### src/rtl/exc_pkg.sv
// ============================================================================
// exc_pkg : shared types and encodings for the exception unit | rev 1.0
// ============================================================================
`default_nettype none

package exc_pkg;

  typedef enum logic [1:0] {
    ST_NORMAL  = 2'd0,
    ST_HANDLER = 2'd1,
    ST_HALT    = 2'd2
  } exc_state_e;

  localparam logic [3:0] ES_NONE  = 4'b0000;
  localparam logic [3:0] ES_IRQ   = 4'b0001;
  localparam logic [3:0] ES_INVOP = 4'b0010;

  localparam logic [1:0] SEL_ELR  = 2'b00;
  localparam logic [1:0] SEL_ESR  = 2'b01;
  localparam logic [1:0] SEL_ECNT = 2'b10;
  localparam logic [1:0] SEL_ZERO = 2'b11;

  localparam int ECNT_W = 16;

  function automatic logic [ECNT_W-1:0] sat_inc(input logic [ECNT_W-1:0] v);
    return (v == {ECNT_W{1'b1}}) ? v : v + 1'b1;
  endfunction

endpackage

`default_nettype wire

### src/rtl/exc_sysregs.sv
// ============================================================================
// exc_sysregs : ELR/ESR/ECNT system registers with MRS read mux | rev 1.0
// ============================================================================
`default_nettype none

module exc_sysregs
  import exc_pkg::*;
(
  input  logic        clk,
  input  logic        rst_n,
  input  logic        ctx_load,
  input  logic        ecnt_inc,
  input  logic [63:0] pc,
  input  logic [3:0]  estatus,
  input  logic [1:0]  sel,
  output logic [63:0] elr,
  output logic [63:0] rdata
);

  logic [63:0]       elr_q,  elr_d;
  logic [3:0]        esr_q,  esr_d;
  logic [ECNT_W-1:0] ecnt_q, ecnt_d;

  always_comb begin
    elr_d  = elr_q;
    esr_d  = esr_q;
    ecnt_d = ecnt_q;
    if (ctx_load) begin
      elr_d = pc;
      esr_d = estatus;
    end
    if (ecnt_inc) begin
      ecnt_d = sat_inc(ecnt_q);
    end
  end

  always_ff @(posedge clk or negedge rst_n) begin
    if (!rst_n) begin
      elr_q  <= 64'd0;
      esr_q  <= 4'd0;
      ecnt_q <= '0;
    end else begin
      elr_q  <= elr_d;
      esr_q  <= esr_d;
      ecnt_q <= ecnt_d;
    end
  end

  always_comb begin
    rdata = 64'd0;
    unique case (sel)
      SEL_ELR:  rdata = elr_q;
      SEL_ESR:  rdata = {60'd0, esr_q};
      SEL_ECNT: rdata = {{(64-ECNT_W){1'b0}}, ecnt_q};
      SEL_ZERO: rdata = 64'd0;
      default:  rdata = 64'd0;
    endcase
  end

  assign elr = elr_q;

endmodule

`default_nettype wire

### src/rtl/exception_unit.sv
// ============================================================================
// exception_unit : exception/interrupt entry, ERET return, double-fault halt
// rev 1.0
// ============================================================================
`default_nettype none

module exception_unit
  import exc_pkg::*;
#(
  parameter logic [63:0] EXC_VECTOR = 64'h0000_0000_0000_00D8
) (
  input  logic        clk,
  input  logic        reset,
  input  logic        IRQReq,
  input  logic [63:0] PC,
  input  logic        Exc,
  input  logic        ERet,
  input  logic [3:0]  EStatus,
  input  logic [1:0]  SysRegSel,
  output logic        ExtIRQ,
  output logic        IRQAck,
  output logic        Redirect,
  output logic [63:0] ExcPC,
  output logic        Squash,
  output logic [63:0] SysRegData,
  output logic        Halted
);

  exc_state_e  state_q, state_d;
  logic        irq_pend_q, irq_pend_d;
  logic        ctx_load;
  logic        ecnt_inc;
  logic [63:0] elr;

  exc_sysregs u_regs (
    .clk      (clk),
    .rst_n    (reset),
    .ctx_load (ctx_load),
    .ecnt_inc (ecnt_inc),
    .pc       (PC),
    .estatus  (EStatus),
    .sel      (SysRegSel),
    .elr      (elr),
    .rdata    (SysRegData)
  );

  // Every output is qualified by reset so combinational paths stay quiet while it is held.
  always_comb begin
    state_d  = state_q;
    Redirect = 1'b0;
    ExcPC    = 64'd0;
    Squash   = 1'b0;
    IRQAck   = 1'b0;
    Halted   = 1'b0;
    ctx_load = 1'b0;
    ecnt_inc = 1'b0;
    if (reset) begin
      unique case (state_q)
        ST_NORMAL: begin
          if (ERet) begin
            Redirect = 1'b1;
            ExcPC    = elr;
          end else if (Exc) begin
            Redirect = 1'b1;
            ExcPC    = EXC_VECTOR;
            Squash   = 1'b1;
            IRQAck   = (EStatus == ES_IRQ);
            ctx_load = 1'b1;
            ecnt_inc = 1'b1;
            state_d  = ST_HANDLER;
          end
        end
        ST_HANDLER: begin
          if (ERet) begin
            Redirect = 1'b1;
            ExcPC    = elr;
            state_d  = ST_NORMAL;
          end else if (Exc) begin
            Squash  = 1'b1;
            state_d = ST_HALT;
          end
        end
        ST_HALT: begin
          Halted = 1'b1;
          Squash = 1'b1;
        end
        default: state_d = ST_NORMAL;
      endcase
    end
  end

  // Acknowledge beats a still-held request so the source can drop it next cycle.
  always_comb begin
    irq_pend_d = irq_pend_q;
    if (IRQAck) begin
      irq_pend_d = 1'b0;
    end else if (IRQReq) begin
      irq_pend_d = 1'b1;
    end
  end

  always_ff @(posedge clk or negedge reset) begin
    if (!reset) begin
      state_q    <= ST_NORMAL;
      irq_pend_q <= 1'b0;
    end else begin
      state_q    <= state_d;
      irq_pend_q <= irq_pend_d;
    end
  end

  assign ExtIRQ = reset & irq_pend_q & (state_q == ST_NORMAL);

endmodule

`default_nettype wire

### config.mk
export PLATFORM = sky130hd
export DESIGN_NAME = exception_unit
export DESIGN_NICKNAME = d
export VERILOG_FILES = /design/src/rtl/exc_pkg.sv /design/src/rtl/exc_sysregs.sv /design/src/rtl/exception_unit.sv
export SDC_FILE = /design/constraint.sdc
export NUM_CORES = 1
export LEC_CHECK = 0
export CORE_MARGIN = 2
export CORE_UTILIZATION = 42
export DETAILED_ROUTE_END_ITERATION = 16
export GPL_ROUTABILITY_DRIVEN = 0
export PLACE_DENSITY = 0.81
export SYNTH_ARGS = -nofsm -noshare
export SYNTH_HDL_FRONTEND = slang
export SYNTH_SLANG_ARGS = --single-unit
### constraint.sdc
create_clock -name clk -period 2.1 [get_ports clk]
set_input_delay 0.315 -clock clk [delete_from_list [all_inputs] [get_ports clk]]
set_output_delay 0.315 -clock clk [all_outputs]
set_load 0.01 [all_outputs]
; ---- After elaboration in Yosys (flattened, before gate mapping)
; Cells that the tools add are included.
[totals]
register_bits = 87
in_bits = 75
[op_classes]
n_eq_ne = 10
n_reduce_logical = 6
n_bitwise = 4
n_addsub = 1
muxes = 29
[op_table]
columns = op, count
row1 = $pmux W64 S4, 1
row2 = $mux W64, 3
row3 = $pmux W64 S2, 1
row4 = $add A16 B1 Y16 const B, 1
row5 = $eq A16 B16 Y1 const B, 1
row6 = $mux W1, 16
row7 = $mux W2, 4
row8 = $mux W8, 1
row9 = $eq A2 B2 Y1 const B, 3
row10 = $pmux W2 S3, 1
row11 = $reduce_and A5 Y1, 1
row12 = $eq A2 B1 Y1 const B, 2
row13 = $eq A4 B1 Y1 const B, 1
row14 = $logic_not A2 Y1, 2
row15 = $ne A2 B2 Y1 const B, 2
row16 = $pmux W1 S2, 2
row17 = $ne A3 B3 Y1 const B, 1
row18 = $and A1 B1 Y1, 2
row19 = $not A1 Y1, 2
row20 = $reduce_and A2 Y1, 1
row21 = $reduce_bool A2 Y1, 1
row22 = $reduce_or A2 Y1, 1

; ---- Logic depth before layout (Yosys ltp)
[logic_depth]
word_depth = 6
mapped_depth = 6
ltp_nobuf = 5

; ---- Modules after synthesis
; A second synthesis with hierarchy kept.
[unflattened]
hier_cells = 415
area_unflattened_um2 = 4609.4
[by_module_without_submodules]
columns = module, cells_per_inst, seq_area_each_um2, area_each_um2, instances
row1 = exc_sysregs, 319, 2102.0, 3931.3, 1
row2 = exception_unit, 96, 75.1, 678.2, 1

; ---- Least setup slack after synthesis
; No wires, ideal clock.
[synth_path]
path_kind = register -> output
start = reg state_q[1]
end = out IRQAck
path_stages_with_launch = 5
path_slack_ps = 360
arrival_ps = 1425
n_path_buf = 1
cell_sequence = dfrtp_1 and4bb_1 nand2_2 buf_6 nor4_1
[synth_via]
elab_chain_cells = 3
[synth_lines]
columns = element, line_no
row1 = start: declaration, exception_unit.sv:29  ; exc_state_e state_q, state_d;
row2 = start signal: assignment, exception_unit.sv:107  ; state_q <= state_d;
row3 = $logic_not A2 Y1, exception_unit.sv:58  ; unique case (state_q)
row4 = $mux W1, exception_unit.sv:58
row5 = $mux W1, exception_unit.sv:57  ; if (reset) begin
row6 = end: declaration, exception_unit.sv:21  ; output logic IRQAck,
; Every way passes these cells.

; ---- Worst setup path in the final report
[layout_path]
start = in SysRegSel[1]
end = out SysRegData[49]
[layout_via]
elab_chain_cells = 2
word_cells_on_any_way = 5
classes_between = 3 x eq/ne / 1 x mux / 1 x reduce/logical
[layout_lines]
columns = element, line_no
row1 = start: declaration, exception_unit.sv:19  ; input logic [1:0] SysRegSel,
row2 = "$eq A2 B2 Y1, or another cell as far along", exc_sysregs.sv:51  ; unique case (sel)
row3 = $pmux W64 S4 *, exc_sysregs.sv:51
row4 = end: declaration, exception_unit.sv:25  ; output logic [63:0] SysRegData,
; Every way passes the cells marked *; elsewhere a longest branch is shown, timed or not.

==> summary.md <==
| Metric | Value |
|---|---|
| Slowest stage delay, CP | `530 ps` |
| CTS buffer count | `9` |
| Leading cell type in the layout, fill and taps excluded | `nand2_1` |
| GRT Total Usage | `23.5%` |
| Total number of yosys warnings | `0` |
| CP max-delay cell | `clkdlybuf4s50_1` |
| Lkg Pwr | `3.89 nW` |
| Post-synth EDFFs | `0` |
| Reg2reg start | `u_regs.ecnt_q[0]$_DFFE_PN0P_` |
| Die Ht | `109 um` |
| Clock share of power | `17.7%` |
| Fraction of layout instances using a drive strength above 1 | `7.54%` |
| Initial Util | `42.8%` |
| Detailed Place HPWL | `9820 um` |
| Antenna diode count | `0` |
| Top Family by Delay on Critical Path | `buffers and inverters` |
| RSZ-0062 raised after global routing | `true` |
| Critical-path cell list | `dlygate4sd2_1 > nor2_4 > bufbuf_16 > and2_1 > clkdlybuf4s50_1` |
| Reg clk slew, reported paths | `80 ps` |
| Root Buffer | `clkbuf_8` |
| Register-to-register setup slack | `310 ps` |
| FILL cells | `924` |
| Hold/Removal Path Class | `in -> async` |
| Pwr per Cell Area | `859 nW/um^2` |
| Pins Over Slew Limit | `0` |
| Die area | `11900 um^2` |
| Sw Share | `35.0%` |
| CTS Buffer Depth | `2` |
| Max VDD drop | `532 uV` |
| Routed vias | `4448` |
| Tightest Pin Transition | `651 ps` |
| Worst skew pair latency | `360 ps` |
| Internal | `4.00 mW` |
| Clock period minus worst slack | `2080 ps` |
| Worst setup SP type | `input pin` |
| Cell taking the most area after synthesis | `dfrtp_1` |
| Vias per cell | `4.89` |
| # port buffers | `207` |
| Critical Path RT | `1780 ps` |
| Initial antenna violation count | `0` |
| Antenna-violating nets left | `0` |
| Seq pwr share | `46.3%` |
| GRT overflow | `0` |
| CTS tree | `built` |
| Multi-input logic area | `2290 um^2` |
| 1st-iter DRT viols | `249` |
| Primary FF master, synth | `dfrtp_1` |
| Mean Syn Cell Area | `8.34 um^2` |
| DRC viols | `0` |
| Die width | `109 um` |
| Seq/Total Area, Yosys | `47.1%` |
| Worst EP arrival | `1770 ps` |
| Area contributors post-synth | `dfrtp_1 47%, nand2_1 18%, and2_1 15%` |
| Final Skew | `4.87 ps` |
| Final period utilization | `99.1%` |
| Register area | `2180 um^2` |
| Most frequent cells in the layout | `224 x nand2_1, 118 x clkdlybuf4s50_1, 110 x and2_1, 87 x dfrtp_1, 55 x dlygate4sd2_1` |
| Synth-to-Final Area Change | `55.1%` |
| Post-DP Area | `6920 um^2` |
| Distinct cell type count after synthesis | `35` |
| Global-route wire length before repair | `21700 um` |
| Final core utilization | `66.4%` |
| Pre-CTS WS | `-257 ps` |
| Largest net degree at the start of global routing | `52` |
| Bufs and invs on worst path | `3` |
| Max_cap viols | `0` |
| Post-synth top area share | `47.1%` |
| Rel. slew slack | `56.6%` |
| Synth Register Bits | `87` |
| CTS Sinks | `87` |
| Final setup margin | `19.5 ps` |
| Setup crit end kind | `output pin` |
| Mapped Area | `4620 um^2` |
| Wire per inst | `15.1 um` |
| Critical Path Fanout Max | `24` |
| Status | `complete, no violations` |
| Core area | `10800 um^2` |
| Htree depth | `3` |
| R2R depth | `6` |
| I/O pins | `208` |
| Mapped Cells | `554` |
| Fin area | `7170 um^2` |
| Final hold vios | `0` |
| Routed WL | `13800 um` |
| Vias in the first global route | `4397` |
| Gate power share | `36.0%` |
| 1st-pass router iterations | `6` |
| Nets@finish | `840` |
| Total Power | `6.15 mW` |
| Final setup viols | `0` |
| # rows | `38` |
| Max frequency | `481 MHz` |
| RR Endpoint | `u_regs.ecnt_q[15]$_DFFE_PN0P_` |
| Syn nets | `630` |
| Kind of critical path | `in -> out` |
| Ys async rst share | `100%` |
| Switching Power | `2.15 mW` |
==> repair_timing <==
| action | 4_1_cts | 5_1_grt |
|---|---|---|
| resized for setup | 77 | 34 |
| buffers inserted | 2 | 0 |
| endpoints found under the setup margin | 131 | 64 |
| cloned | 2 | 0 |
| hold buffers | 1 | 0 |
| hold endpoints to repair | 1 | 0 |
| pin swaps | 1 | 3 |
==> layout make-up <==
type / instances / share of cell area [%]
Timing Repair Buffer: 234 / 32.7
Multi-Input combinational cell: 431 / 32.0
Sequential cell: 87 / 30.4
Tap cell: 140 / 2.44
Clock buffer: 13 / 2.22
Clock inverter: 3 / 0.244
Inverter: 1 / 0.0524
==> through the flow <==
step,TNS (ps),cells,hold WS [ps]
finish,0,909,62.2
global route,-872,909,97.6
CTS,0,909,66.1
detailed placement,-20710,888,131
global placement,-15890,888,130
floorplan,0,554,19.4
==> registers in the layout (all words and copies together), names as in the netlist <==
| signal | flops |
|---|---|
| u_regs.esr_q | 4 |
| irq_pend_q | 1 |
| state_q | 2 |
| u_regs.ecnt_q | 16 |
| u_regs.elr | 64 |
==> metal layers <==
| metal | vias up | track usage (%) | share of wire (%) |
|---|---|---|---|
| met1 | 2115 | 29.2 | 41 |
| met2 | 165 | 41.1 | 50 |
| met5 | - | 0 | 0 |
| met4 | 0 | 7.88 | 1.9 |
| met3 | 26 | 4.30 | 6.2 |
| li1 | 2142 | - | - |
==> synth_stat cells, types with 2 or more instances <==
library cell and instances:
nand2_1 224, and3_1 2, nor3b_1 2, nand2b_1 2, mux2i_1 16, o21ai_0 4
nor2_1 18, buf_4 2, nor4_2 4, nor3_1 4, and2_1 111, nand4_1 8
buf_2 17, nor4_1 2, mux2_2 3, nor2b_1 2, xnor2_1 3, nand3_1 3
xor2_1 11, clkbuf_1 15, dfrtp_1 87
==> kinds of logic after synthesis <==
family          synth area share, %
compound gates                0.975
xor+xnor                       2.65
fa+ha+maj                     0.271
buf+inv                        3.71
flops                          47.1
mux                            4.20
simple gates                   41.1
==> worst max path at each step <==
stage,from,to,slack [ps],cells after the start
final,SysRegSel[1],SysRegData[49],20,5
after global routing,SysRegSel[0],SysRegData[16],-50,5
after CTS,SysRegSel[0],SysRegData[26],2,5
after detailed placement,ERet,IRQAck,-260,6
after global placement,ERet,IRQAck,-260,6
after floorplan,state_q[1]$_DFFE_PN0P_,IRQAck,360,4
==> power by group through the flow <==
stage               Sequential [mW]  Clock, mW  Combinational, mW
floorplan                      2.68          0               1.20
global placement               2.83          0               2.27
detailed placement             2.87          0               2.35
CTS                            2.85       1.11               2.24
global route                   2.95       1.19               2.48
finish                         2.85       1.09               2.22
No activity file was read; power rests on OpenSTA's default activity.
